`src/rtl/neopix_serializer_if.sv`:
```
// neopix_serializer_if: bundles the serializer's start/status, frame-RAM read port and serial line.
// Latency: none (plain wires).
// Backpressure: none; the RAM port has a fixed 2-clock read latency and start is a pulse.
// Ports: start (to DUT), rdaddress (from DUT), q (to DUT), dout/busy/done (from DUT).
// slave = serializer side, master = command logic / RAM / line side.
interface neopix_serializer_if;
   logic        start;
   logic [8:0]  rdaddress;
   logic [31:0] q;
   logic        dout;
   logic        busy;
   logic        done;

   modport slave  (input start, input q, output rdaddress, output dout, output busy, output done);
   modport master (output start, output q, input rdaddress, input dout, input busy, input done);
endinterface

```
`src/rtl/neopix_serializer.sv`:
```
// neopix_serializer: streams NUM_LEDS frame-RAM pixel words out as a WS2812-style NRZ waveform.
// Latency: dout rises 3 clocks after start is sampled; NUM_LEDS*NBITS*BIT_CYC + LATCH_CYC clocks later done pulses.
// Backpressure: none; start is ignored while busy, q is consumed at a fixed 2-clock RAM latency.
// Ports: clock, reset (synchronous, active-high); bus (slave): start, q in; rdaddress, dout, busy, done out.
// Build option NEOPIX_RGBW_EN: 32 bits per pixel from q[31:0]; default is 24-bit GRB from q[23:0].
module neopix_serializer #(
   parameter int NUM_LEDS  = 8,
   parameter int T0H_CYC   = 20,
   parameter int T1H_CYC   = 40,
   parameter int BIT_CYC   = 63,
   parameter int LATCH_CYC = 2500
) (
   input  logic               clock,
   input  logic               reset,
   neopix_serializer_if.slave bus
);
`ifdef NEOPIX_RGBW_EN
   localparam int NBITS = 32;
`else
   localparam int NBITS = 24;
`endif
   localparam int CW = $clog2(BIT_CYC);
   localparam int LW = $clog2(LATCH_CYC + 1);
   localparam logic [CW-1:0] T0H        = CW'(T0H_CYC);
   localparam logic [CW-1:0] T1H        = CW'(T1H_CYC);
   localparam logic [CW-1:0] CYC_LAST   = CW'(BIT_CYC - 1);
   localparam logic [LW-1:0] LATCH_LAST = LW'(LATCH_CYC - 1);
   localparam logic [8:0]    LAST_IDX   = 9'(NUM_LEDS - 1);
   localparam logic [4:0]    BIT_LAST   = 5'(NBITS - 1);

   typedef enum logic [2:0] {IDLE, PRIME, SHIFT, LATCH, DONE} state_t;

   state_t           state;
   logic [CW-1:0]    cyc;      // clock within the current bit period (also PRIME wait count)
   logic [LW-1:0]    lcnt;
   logic [8:0]       pix;
   logic [4:0]       bitn;
   logic [NBITS-1:0] shreg;
   logic [NBITS-1:0] hold;     // next pixel, prefetched while the current one shifts
   logic [1:0]       cap;      // counts down to the clock where the prefetched q is valid
   logic [CW-1:0]    cyc_nxt;
   logic [CW-1:0]    hi_cyc;

   assign cyc_nxt = cyc + 1'b1;
   assign hi_cyc  = shreg[NBITS-1] ? T1H : T0H;

   always_ff @(posedge clock) begin
      if (reset) begin
         state         <= IDLE;
         cyc           <= '0;
         lcnt          <= '0;
         pix           <= '0;
         bitn          <= '0;
         shreg         <= '0;
         hold          <= '0;
         cap           <= '0;
         bus.rdaddress <= '0;
         bus.dout      <= 1'b0;
         bus.busy      <= 1'b0;
         bus.done      <= 1'b0;
      end else begin
         // Address reg + output reg in the RAM: q reflects a new address on the third edge.
         if (cap != 2'd0) begin
            cap <= cap - 2'd1;
            if (cap == 2'd1) hold <= bus.q[NBITS-1:0];
         end

         case (state)
            IDLE: begin
               if (bus.start) begin
                  bus.rdaddress <= '0;
                  bus.busy      <= 1'b1;
                  cyc           <= '0;
                  state         <= PRIME;
               end
            end

            PRIME: begin
               if (cyc == CW'(2)) begin
                  shreg    <= bus.q[NBITS-1:0];
                  bus.dout <= 1'b1;
                  cyc      <= '0;
                  pix      <= '0;
                  bitn     <= '0;
                  state    <= SHIFT;
                  if (NUM_LEDS > 1) begin
                     bus.rdaddress <= 9'd1;
                     cap           <= 2'd3;
                  end
               end else begin
                  cyc <= cyc_nxt;
               end
            end

            SHIFT: begin
               if (cyc == CYC_LAST) begin
                  cyc <= '0;
                  if (bitn == BIT_LAST) begin
                     bitn <= '0;
                     if (pix == LAST_IDX) begin
                        bus.dout <= 1'b0;
                        lcnt     <= '0;
                        state    <= LATCH;
                     end else begin
                        pix      <= pix + 9'd1;
                        shreg    <= hold;
                        bus.dout <= 1'b1;
                        // The last pixel is already in hold once rdaddress reaches LAST_IDX.
                        if (bus.rdaddress != LAST_IDX) begin
                           bus.rdaddress <= bus.rdaddress + 9'd1;
                           cap           <= 2'd3;
                        end
                     end
                  end else begin
                     bitn     <= bitn + 5'd1;
                     shreg    <= {shreg[NBITS-2:0], 1'b0};
                     bus.dout <= 1'b1;
                  end
               end else begin
                  cyc      <= cyc_nxt;
                  bus.dout <= (cyc_nxt < hi_cyc);
               end
            end

            LATCH: begin
               if (lcnt == LATCH_LAST) begin
                  bus.done <= 1'b1;
                  state    <= DONE;
               end else begin
                  lcnt <= lcnt + 1'b1;
               end
            end

            DONE: begin
               bus.done <= 1'b0;
               bus.busy <= 1'b0;
               state    <= IDLE;
            end

            default: state <= IDLE;
         endcase
      end
   end
endmodule
```
`src/flat_wrapper.sv`:
```
// flat-port wrapper written by rule: the top's interface ports become plain ports
module neopix_serializer_flat 
#(
   parameter int NUM_LEDS  = 8,
   parameter int T0H_CYC   = 20,
   parameter int T1H_CYC   = 40,
   parameter int BIT_CYC   = 63,
   parameter int LATCH_CYC = 2500
)
  (clock, reset, bus_start, bus_q, bus_rdaddress, bus_dout, bus_busy, bus_done);
  neopix_serializer_if bus_i ();
  input  logic clock;
  input  logic reset;
  input wire logic [$bits(bus_i.start)-1:0] bus_start;
  input wire logic [$bits(bus_i.q)-1:0] bus_q;
  output wire logic [$bits(bus_i.rdaddress)-1:0] bus_rdaddress;
  output wire logic [$bits(bus_i.dout)-1:0] bus_dout;
  output wire logic [$bits(bus_i.busy)-1:0] bus_busy;
  output wire logic [$bits(bus_i.done)-1:0] bus_done;
  assign bus_i.start = bus_start;
  assign bus_i.q = bus_q;
  assign bus_rdaddress = bus_i.rdaddress;
  assign bus_dout = bus_i.dout;
  assign bus_busy = bus_i.busy;
  assign bus_done = bus_i.done;
  neopix_serializer #(.NUM_LEDS(NUM_LEDS), .T0H_CYC(T0H_CYC), .T1H_CYC(T1H_CYC), .BIT_CYC(BIT_CYC), .LATCH_CYC(LATCH_CYC)) u_core (.clock(clock), .reset(reset), .bus(bus_i));
endmodule
```
`config.mk`:
```
export PLATFORM = sky130hd
export DESIGN_NAME = neopix_serializer_flat
export DESIGN_NICKNAME = d
export VERILOG_FILES = /design/src/rtl/neopix_serializer_if.sv /design/src/rtl/neopix_serializer.sv /design/src/flat_wrapper.sv
export SDC_FILE = /design/constraint.sdc
export NUM_CORES = 1
export LEC_CHECK = 0
export BUFFER_PORTS_ARGS = -buffer_cell sky130_fd_sc_hd__clkbuf_2
export CAP_MARGIN = 20
export CORE_ASPECT_RATIO = 1.2
export CORE_UTILIZATION = 59
export DETAILED_ROUTE_END_ITERATION = 6
export PLACE_DENSITY = 0.91
export SYNTH_ARGS = -nofsm -noshare
export SYNTH_HDL_FRONTEND = slang
export SYNTH_SLANG_ARGS = --single-unit
```
`constraint.sdc`:
```
create_clock -name clock -period 2.9 [get_ports clock]
set_input_delay 0.58 -clock clock [delete_from_list [all_inputs] [get_ports clock]]
set_output_delay 0.58 -clock clock [all_outputs]
set_load 0.02 [all_outputs]
```
# After elaboration in Yosys (flattened, before gate mapping)
# Cells that the tools add are included.
# W data, S select, Z words.
# op_classes
add_sub_neg,6
n_mul,0
div_mod_pow,0
n_lt_le_gt_ge,1
n_eq_ne,21
shift,0
mux,54
bitwise_logic,0
reduce_logical,18
# ops
cell,n
$mux W24,4
$mux W9,10
$mux W12,4
$pmux W24 S2,1
$pmux W9 S3,1
$mux W6,4
$pmux W12 S2,1
$add A9 B1 Y9 const B,2
$mux W3,6
$pmux W6 S3,1
$pmux W9 S2,1
$mux W5,3
$add A12 B1 Y12 const B,1
$eq A12 B12 Y1 const B,1
$mux W2,6
$ne A2 B1 Y1 const B,6
$pmux W3 S4,1
$pmux W5 S2,1
$reduce_and A2 Y1,5
$reduce_and A5 Y1,2
$reduce_bool A2 Y1,5
$eq A9 B3 Y1 const B,1
$ne A9 B3 Y1 const B,1
$reduce_and A7 Y1,1
21 further kinds,31
# word_totals
register_bits,97
latch_bits,0
ram_bits,0
mem_bits_ro,0
in_bits,35
elab_cells,112
memories,0

# Depth between registers and ports, before layout
# Gate-level depths: netlist (run 1).
# logic_depth
depth_word,7
depth_mapped,9

# Worst setup path after synthesis (run 1)
# Ideal clock, no wire load.
# synth_timing
path_type,register to register
from,register u_core.cyc[0]
to,register u_core.bus.rdaddress[8]
arrival_time_ps,2158
required_time_ps,2830
slack_ps,673
stages_incl_launch_ff,8
n_path_buf,0
period_less_slack_ps,2227
cell_sequence,dfxtp_1 > inv_1 > ha_1 > nand2_1 > or4_4 > o32a_4 > or4_1 > a21oi_1
# synth_between
elab_chain_cells,3
word_cells_on_any_way,5
# synth_rtl
item,line,source
from (decl),neopix_serializer.sv:34,logic [CW-1:0] cyc;
from (signal assigned),neopix_serializer.sv:91,cyc <= cyc_nxt;
from (signal assigned),neopix_serializer.sv:120,cyc <= cyc_nxt;
$eq A6 B6 Y1 / $eq A6 B2 Y1 (equally long branches),"neopix_serializer.sv:96, neopix_serializer.sv:79",
$ne A2 B1 Y1 (no source line),--,
$reduce_and A7 Y1 (no source line) *,--,
to (signal assigned),neopix_serializer.sv:110,bus.rdaddress <= bus.rdaddress + 9'd1;
to (decl),neopix_serializer_if.sv:14,"modport slave (input start, input q, output rdaddress, output dout, output busy, output done);"
# Mark *: on every way between the ends. The rest lies on a longest branch, timed or not.
# A chain may end at the register's enable or synchronous reset.

# Worst setup path after layout (run 1)
# layout_timing
from,register u_core.cyc[0]
to,register u_core.shreg[6]
# layout_between
elab_chain_cells,3
word_cells_on_any_way,5
# layout_rtl
item,line,source
$eq A6 B6 Y1 / $eq A6 B2 Y1 (equally long branches),"neopix_serializer.sv:96, neopix_serializer.sv:79",
$ne A2 B1 Y1 (no source line),--,
$reduce_and A4 Y1 (no source line) *,--,
to (signal assigned),neopix_serializer.sv:80,shreg <= bus.q[NBITS-1:0];
to (signal assigned),neopix_serializer.sv:106,shreg <= hold;
to (signal assigned),neopix_serializer.sv:116,"shreg <= {shreg[NBITS-2:0], 1'b0};"
to (decl),neopix_serializer.sv:38,logic [NBITS-1:0] shreg;
# Marked as above.

==> results of run 1 <==
## routing by layer
metal	vias up	GRT usage (%)	part of all wire (%)
met1	2227	29.8	42
met4	0	12.3	1.9
li1	2279	-	-
met2	137	52.1	51
met3	21	5.22	4.7
met5	-	0	0
## layout make-up
type / count / area share, %
Clock inverter: 7 / 1.45
Inverter: 11 / 0.770
Multi-Input combinational cell: 476 / 51.1
Sequential cell: 97 / 36.2
Clock buffer: 9 / 2.31
Timing Repair Buffer: 54 / 6.02
Tap cell: 92 / 2.15
## cells by family after synthesis
kind of cell	after synthesis
AOI/OAI and AO/OA	169
xor gates and xnor gates	12
adders and majority gates	9
buffers and inverters	50
DFF	97
muxes	5
and+or+nand+nor	281
## worst max-delay path, cell delays in order, from the launching register on
cell and delay (ns):
dfxtp_1 0.35, inv_1 0.09, ha_1 0.21, or4b_4 0.50, o21ai_1 0.36, o2111ai_4 0.32
buf_12 0.26, a311o_1 0.28, a21oi_1 0.14
## cell usage in the layout (no fill, tap or decap), types with 6 or more instances in the layout
cell,Yosys,final
a311o_1,23,23
xor2_1,8,8
clkbuf_2,0,38
nand3_1,16,16
and3_1,8,8
o21ai_0,21,21
ha_1,9,9
clkbuf_8,0,9
a21oi_1,80,80
buf_4,0,15
inv_1,11,11
o31ai_1,6,6
nor3_1,6,6
a22oi_1,6,6
or3_1,18,18
nand2_1,135,135
dfxtp_1,97,97
nor2_1,54,54
## power by group through the flow
stage                     logic, W  clock network (W)  registers [W]
final                     0.000217           0.000898        0.00139
after global routing      0.000240           0.000970        0.00139
after CTS                 0.000217           0.000918        0.00139
after detailed placement  0.000215                  0        0.00142
after global placement    0.000206                  0        0.00141
after floorplan           0.000149                  0        0.00141
## through the flow
step	total power, W	setup WS, ns
after floorplan	0.00156	0.673
after global placement	0.00162	0.464
after detailed placement	0.00163	0.385
after CTS	0.00252	0.356
after global routing	0.00260	0.158
final	0.00250	0.323
## flip-flops by register name, summed over array words and instances, names as in the netlist, 3 cells and up
signal                cells
u_core.lcnt              12
u_core.state              3
u_core.cyc                6
u_core.pix                9
u_core.shreg             24
u_core.hold              24
u_core.bitn               5
u_core.bus.rdaddress      9
## worst max-delay path by stage
stage                                                 to  slack, ns
CTS                         u_core.shreg[6]$_SDFFE_PP0P_       0.36
global route                u_core.shreg[6]$_SDFFE_PP0P_       0.16
global placement            u_core.shreg[2]$_SDFFE_PP0P_       0.46
finish                      u_core.shreg[6]$_SDFFE_PP0P_       0.32
detailed placement          u_core.shreg[6]$_SDFFE_PP0P_       0.38
floorplan           u_core.bus.rdaddress[8]$_SDFFE_PP0P_       0.67
==> impl_metrics.ini, run 1 <==
[setup_path]
cp-end-kind = flop
critPathRequiredTime_ns = 3.20
regToRegStartpoint = u_core.cyc[0]$_SDFFE_PP0P_
r2r_slack_ns = 0.32
crit_fanout = 38
critPathLaunch = u_core.cyc[0]$_SDFFE_PP0P_
setup.worst_path.class = flop to flop
reg2regPathDepth = 8
cp.arrival_ns = 2.87
timing.rr.end = u_core.shreg[6]$_SDFFE_PP0P_
start_kind = flop

[logic_synthesis]
synth_area_leaders = dfxtp_1 (40%), nand2_1 (10%), a21oi_1 (8.3%)
synth_warnings = 0
yosys.area_share.simple_pct = 27.7
yosysSeqAreaShare_pct = 40.1
ys_types = 62
synth_commonest_cells = nand2_1 (135), dfxtp_1 (97), a21oi_1 (80)
avgSynthCellArea_sq_um = 7.78
synth_top_area_share_pct = 40.1
synth_top_area_cell = dfxtp_1
synth_fp_nets = 667
synthMuxAreaShare_pct = 1.03
synthXorXnorAreaFrac_pct = 2.17
synth_edf_count = 0
synth.most_common_cell = nand2_1
synth_compound_area_share_pct = 22.8
synthCells = 623
synth_top_flop_cell = dfxtp_1
synth_top_family_by_area = simple AND/OR/NAND/NOR gates
ys_ff_latch = 97
synthAdderAreaFrac_pct = 2.32
synthArstFlopShare_pct = 0
synth_area_sq_mm = 0.00485

[power_and_ir_drop]
p_leak_nw = 1.85
power_frac_comb_pct = 8.7
p_clk_share_pct = 35.9
switching_share_pct = 25.8
power_frac_seq_pct = 55.4
irDropWorstVdd_v = 0.000328
intPower_w = 0.00186
p_switching_w = 0.000645
p_per_area_mw_per_mm2 = 467

[finish]
fillers = 624
stdcell_area_sq_mm = 0.00536
multiInputGateArea_sq_mm = 0.00274
layout-drive-gt1-share_pct = 13.1
instances_no_fill = 746
antenna_cells = 0
regArea_sq_mm = 0.00194
areaGrowthSynthToFinish_pct = 10.6
nNetsFinal = 693
utilization_pct = 68.4

[global_route]
antenna_found_initial = 0
first_global_vias = 4508
overflow = 0
grt_max_degree = 57
track_usage_pct = 27.5
grt_pass1_wl_mm = 19.2

[clocking]
post_cts_buffers = 0
cts_tree = done
cts.path.max_buffers = 2
root_buffer = clkbuf_8
cts_repair_resize_count = 0
insertion_delay_ns = 0.37
clk_pin_slew_ns = 0.10
cts_hold_buf = 0
h-tree-depth = 3
cts.sinks = 97
cts_buffers = 9

[floorplan]
die_w_um = 84.8
design.portCount = 47
coreArea_sq_mm = 0.00784
start_util_pct = 61.9
die_h_um = 101
core.rowCount = 35
dieArea_sq_mm = 0.00859

[sta]
hold_viol_final = 0
skew_ns = 0.0110
slew_viol_final = 0
min_period_over_period_pct = 88.9
setup_viol_count_final = 0
maxSlewHeadroom_pct = 32.3
worstMarginPinSlew_ns = 1.01
tns_ns = 0
finalCriticalPeriod_ns = 2.58
whs_ns = 0.432
rsz0062_at_grt = false
fmaxAchievable_ghz = 0.388

[outcome]
violations = design-rule violations
outcome = complete, but fails checks

[placement]
numPortBuffers = 38
place_area_sq_mm = 0.00516
dp.cells = 730
dp_hpwl_mm = 7.72
gp_congestion = 0.860

[drt]
drt-initial-drc-count = 318
drc = 3
viasPerCell = 6.25
detail_route.first_pass.iterations = 7
wl_mm = 11.3
wl_per_cell_um = 15.2
via_count = 4664
ant_nets = 0

[worst_hold_path]
min_from = bus_q[15]
min_to = u_core.hold[15]$_SDFFE_PP0P_
hp-class = input pin to flop
min_path_cells = 3

[job]
cap_violations = 0
Power figures use the tool's default switching activity.
==> inputs of run 2 (changes only) <==
--- a/config.mk
+++ b/config.mk
@@ -11,6 +11,7 @@
 export CORE_UTILIZATION = 59
 export DETAILED_ROUTE_END_ITERATION = 6
 export PLACE_DENSITY = 0.91
+export REMOVE_ABC_BUFFERS = 1
 export SYNTH_ARGS = -nofsm -noshare
 export SYNTH_HDL_FRONTEND = slang
 export SYNTH_SLANG_ARGS = --single-unit
==> impl_metrics.ini, run 2 (synthesized netlist as in run 1, its figures left out) <==
[placement]
place_area_sq_mm = 0.00517
place_ws_ns = 0.422
numPortBuffers = 38
gp_congestion = 0.870
dp_hpwl_mm = 7.48
dp.cells = 730

[clocking]
cts_buffers = 9
insertion_delay_ns = 0.38
cts.path.max_buffers = 2
cts_repair_resize_count = 0
cts_tree = done
clk_pin_slew_ns = 0.10
post_cts_buffers = 0
root_buffer = clkbuf_8
cts.sinks = 97
h-tree-depth = 3
cts_hold_buf = 0

[outcome]
outcome = complete, but fails checks
violations = design-rule violations

[floorplan]
die_w_um = 84.8
dieArea_sq_mm = 0.00859
start_util_pct = 61.9
die_h_um = 101
core.rowCount = 35
coreArea_sq_mm = 0.00784
design.portCount = 47

[global_route]
grt_pass1_wl_mm = 19.6
first_global_vias = 4464
antenna_found_initial = 0
track_usage_pct = 27.9
overflow = 0
grt_max_degree = 58

[drt]
viasPerCell = 6.35
wl_mm = 11.3
drt-initial-drc-count = 381
ant_nets = 0
via_count = 4738
detail_route.first_pass.iterations = 7
drc = 5
wl_per_cell_um = 15.2

[sta]
whs_ns = 0.424
worstMarginPinSlew_ns = 1.04
finalCriticalPeriod_ns = 2.57
maxSlewHeadroom_pct = 30.8
tns_ns = 0
fmaxAchievable_ghz = 0.389
setup_viol_count_final = 0
rsz0062_at_grt = false
slew_viol_final = 0
setup_slack_ns = 0.326
skew_ns = 0.0120
min_period_over_period_pct = 88.8
hold_viol_final = 0

[setup_path]
crit_fanout = 17
cp-end-kind = flop
start_kind = flop
reg2regPathDepth = 5
cp.arrival_ns = 2.88
critPathRequiredTime_ns = 3.20
setup.worst_path.class = flop to flop

[finish]
top_regs = u_core.hold (24), u_core.shreg (24), u_core.lcnt (12)
layout-drive-gt1-share_pct = 13.1
stdcell_area_sq_mm = 0.00536
nNetsFinal = 693
final_cell_mix = nand2_1 (135), dfxtp_1 (97), a21oi_1 (80), nor2_1 (54), clkbuf_2 (38)
areaGrowthSynthToFinish_pct = 10.5
instances_no_fill = 746
final_common_cell = nand2_1
antenna_cells = 0

[job]
cap_violations = 0

[power_and_ir_drop]
p_per_area_mw_per_mm2 = 457
p_leak_nw = 1.85
irDropWorstVdd_v = 0.000314

[worst_hold_path]
hp-class = input pin to flop
min_path_cells = 3
run 2: cell types whose count changed in the layout (fill, tap and decap cells not counted), sizes merged:
cell	delta
clkinvlp	-2
bufinv	-1
inv	+1
clkinv	+2
run 2: worst paths after layout:
check | from | to | slack (ns)
setup reg to reg | u_core.state[1]$_SDFFE_PP0P_ | u_core.pix[5]$_SDFFE_PP0P_ | 0.33
hold / removal | bus_q[13] | u_core.hold[13]$_SDFFE_PP0P_ | 0.42
setup / recovery | u_core.state[1]$_SDFFE_PP0P_ | u_core.pix[5]$_SDFFE_PP0P_ | 0.33
hold reg to reg | u_core.hold[1]$_SDFFE_PP0P_ | u_core.hold[1]$_SDFFE_PP0P_ | 0.46
run 2: worst max-delay path: stages (launching register included):
cell and delay, ns:
dfxtp_1 0.65, or3b_2 0.56, a21oi_1 0.43, o21ai_2 0.19
or4_1 0.54, a21oi_1 0.14
run 2: metal layers:
layer  routed length (um)  global-route usage, %
met3                  698                   6.76
met5                    0                      0
met2                 5770                   49.3
met4                  189                   11.9
met1                 4680                   32.3
run 2: cell type report:
cell class / instances / area [sq um]
clock inverters: 7 / 62.6
well taps: 92 / 115
multi-input cells: 476 / 2740
repair buffers: 54 / 335
fillers: 612 / 2480
inverters: 11 / 41.3
flip-flops and latches: 97 / 1940
clock buffers: 9 / 124
run 2: report_power, final:
group / total (W) / switching (W) / internal, W
logic: 0.000219 / 0.000131 / 0.0000889
registers: 0.00138 / 0.0000224 / 0.00136
clock network: 0.000842 / 0.000513 / 0.000328
total: 0.00245 / 0.000666 / 0.00178
run 2: through the flow:
step	total power, W	util [%]
floorplan	0.00154	-
detailed placement	0.00163	66.0
CTS	0.00246	68.3
global route	0.00256	68.3
finish	0.00245	68.3
global placement	0.00162	66.0
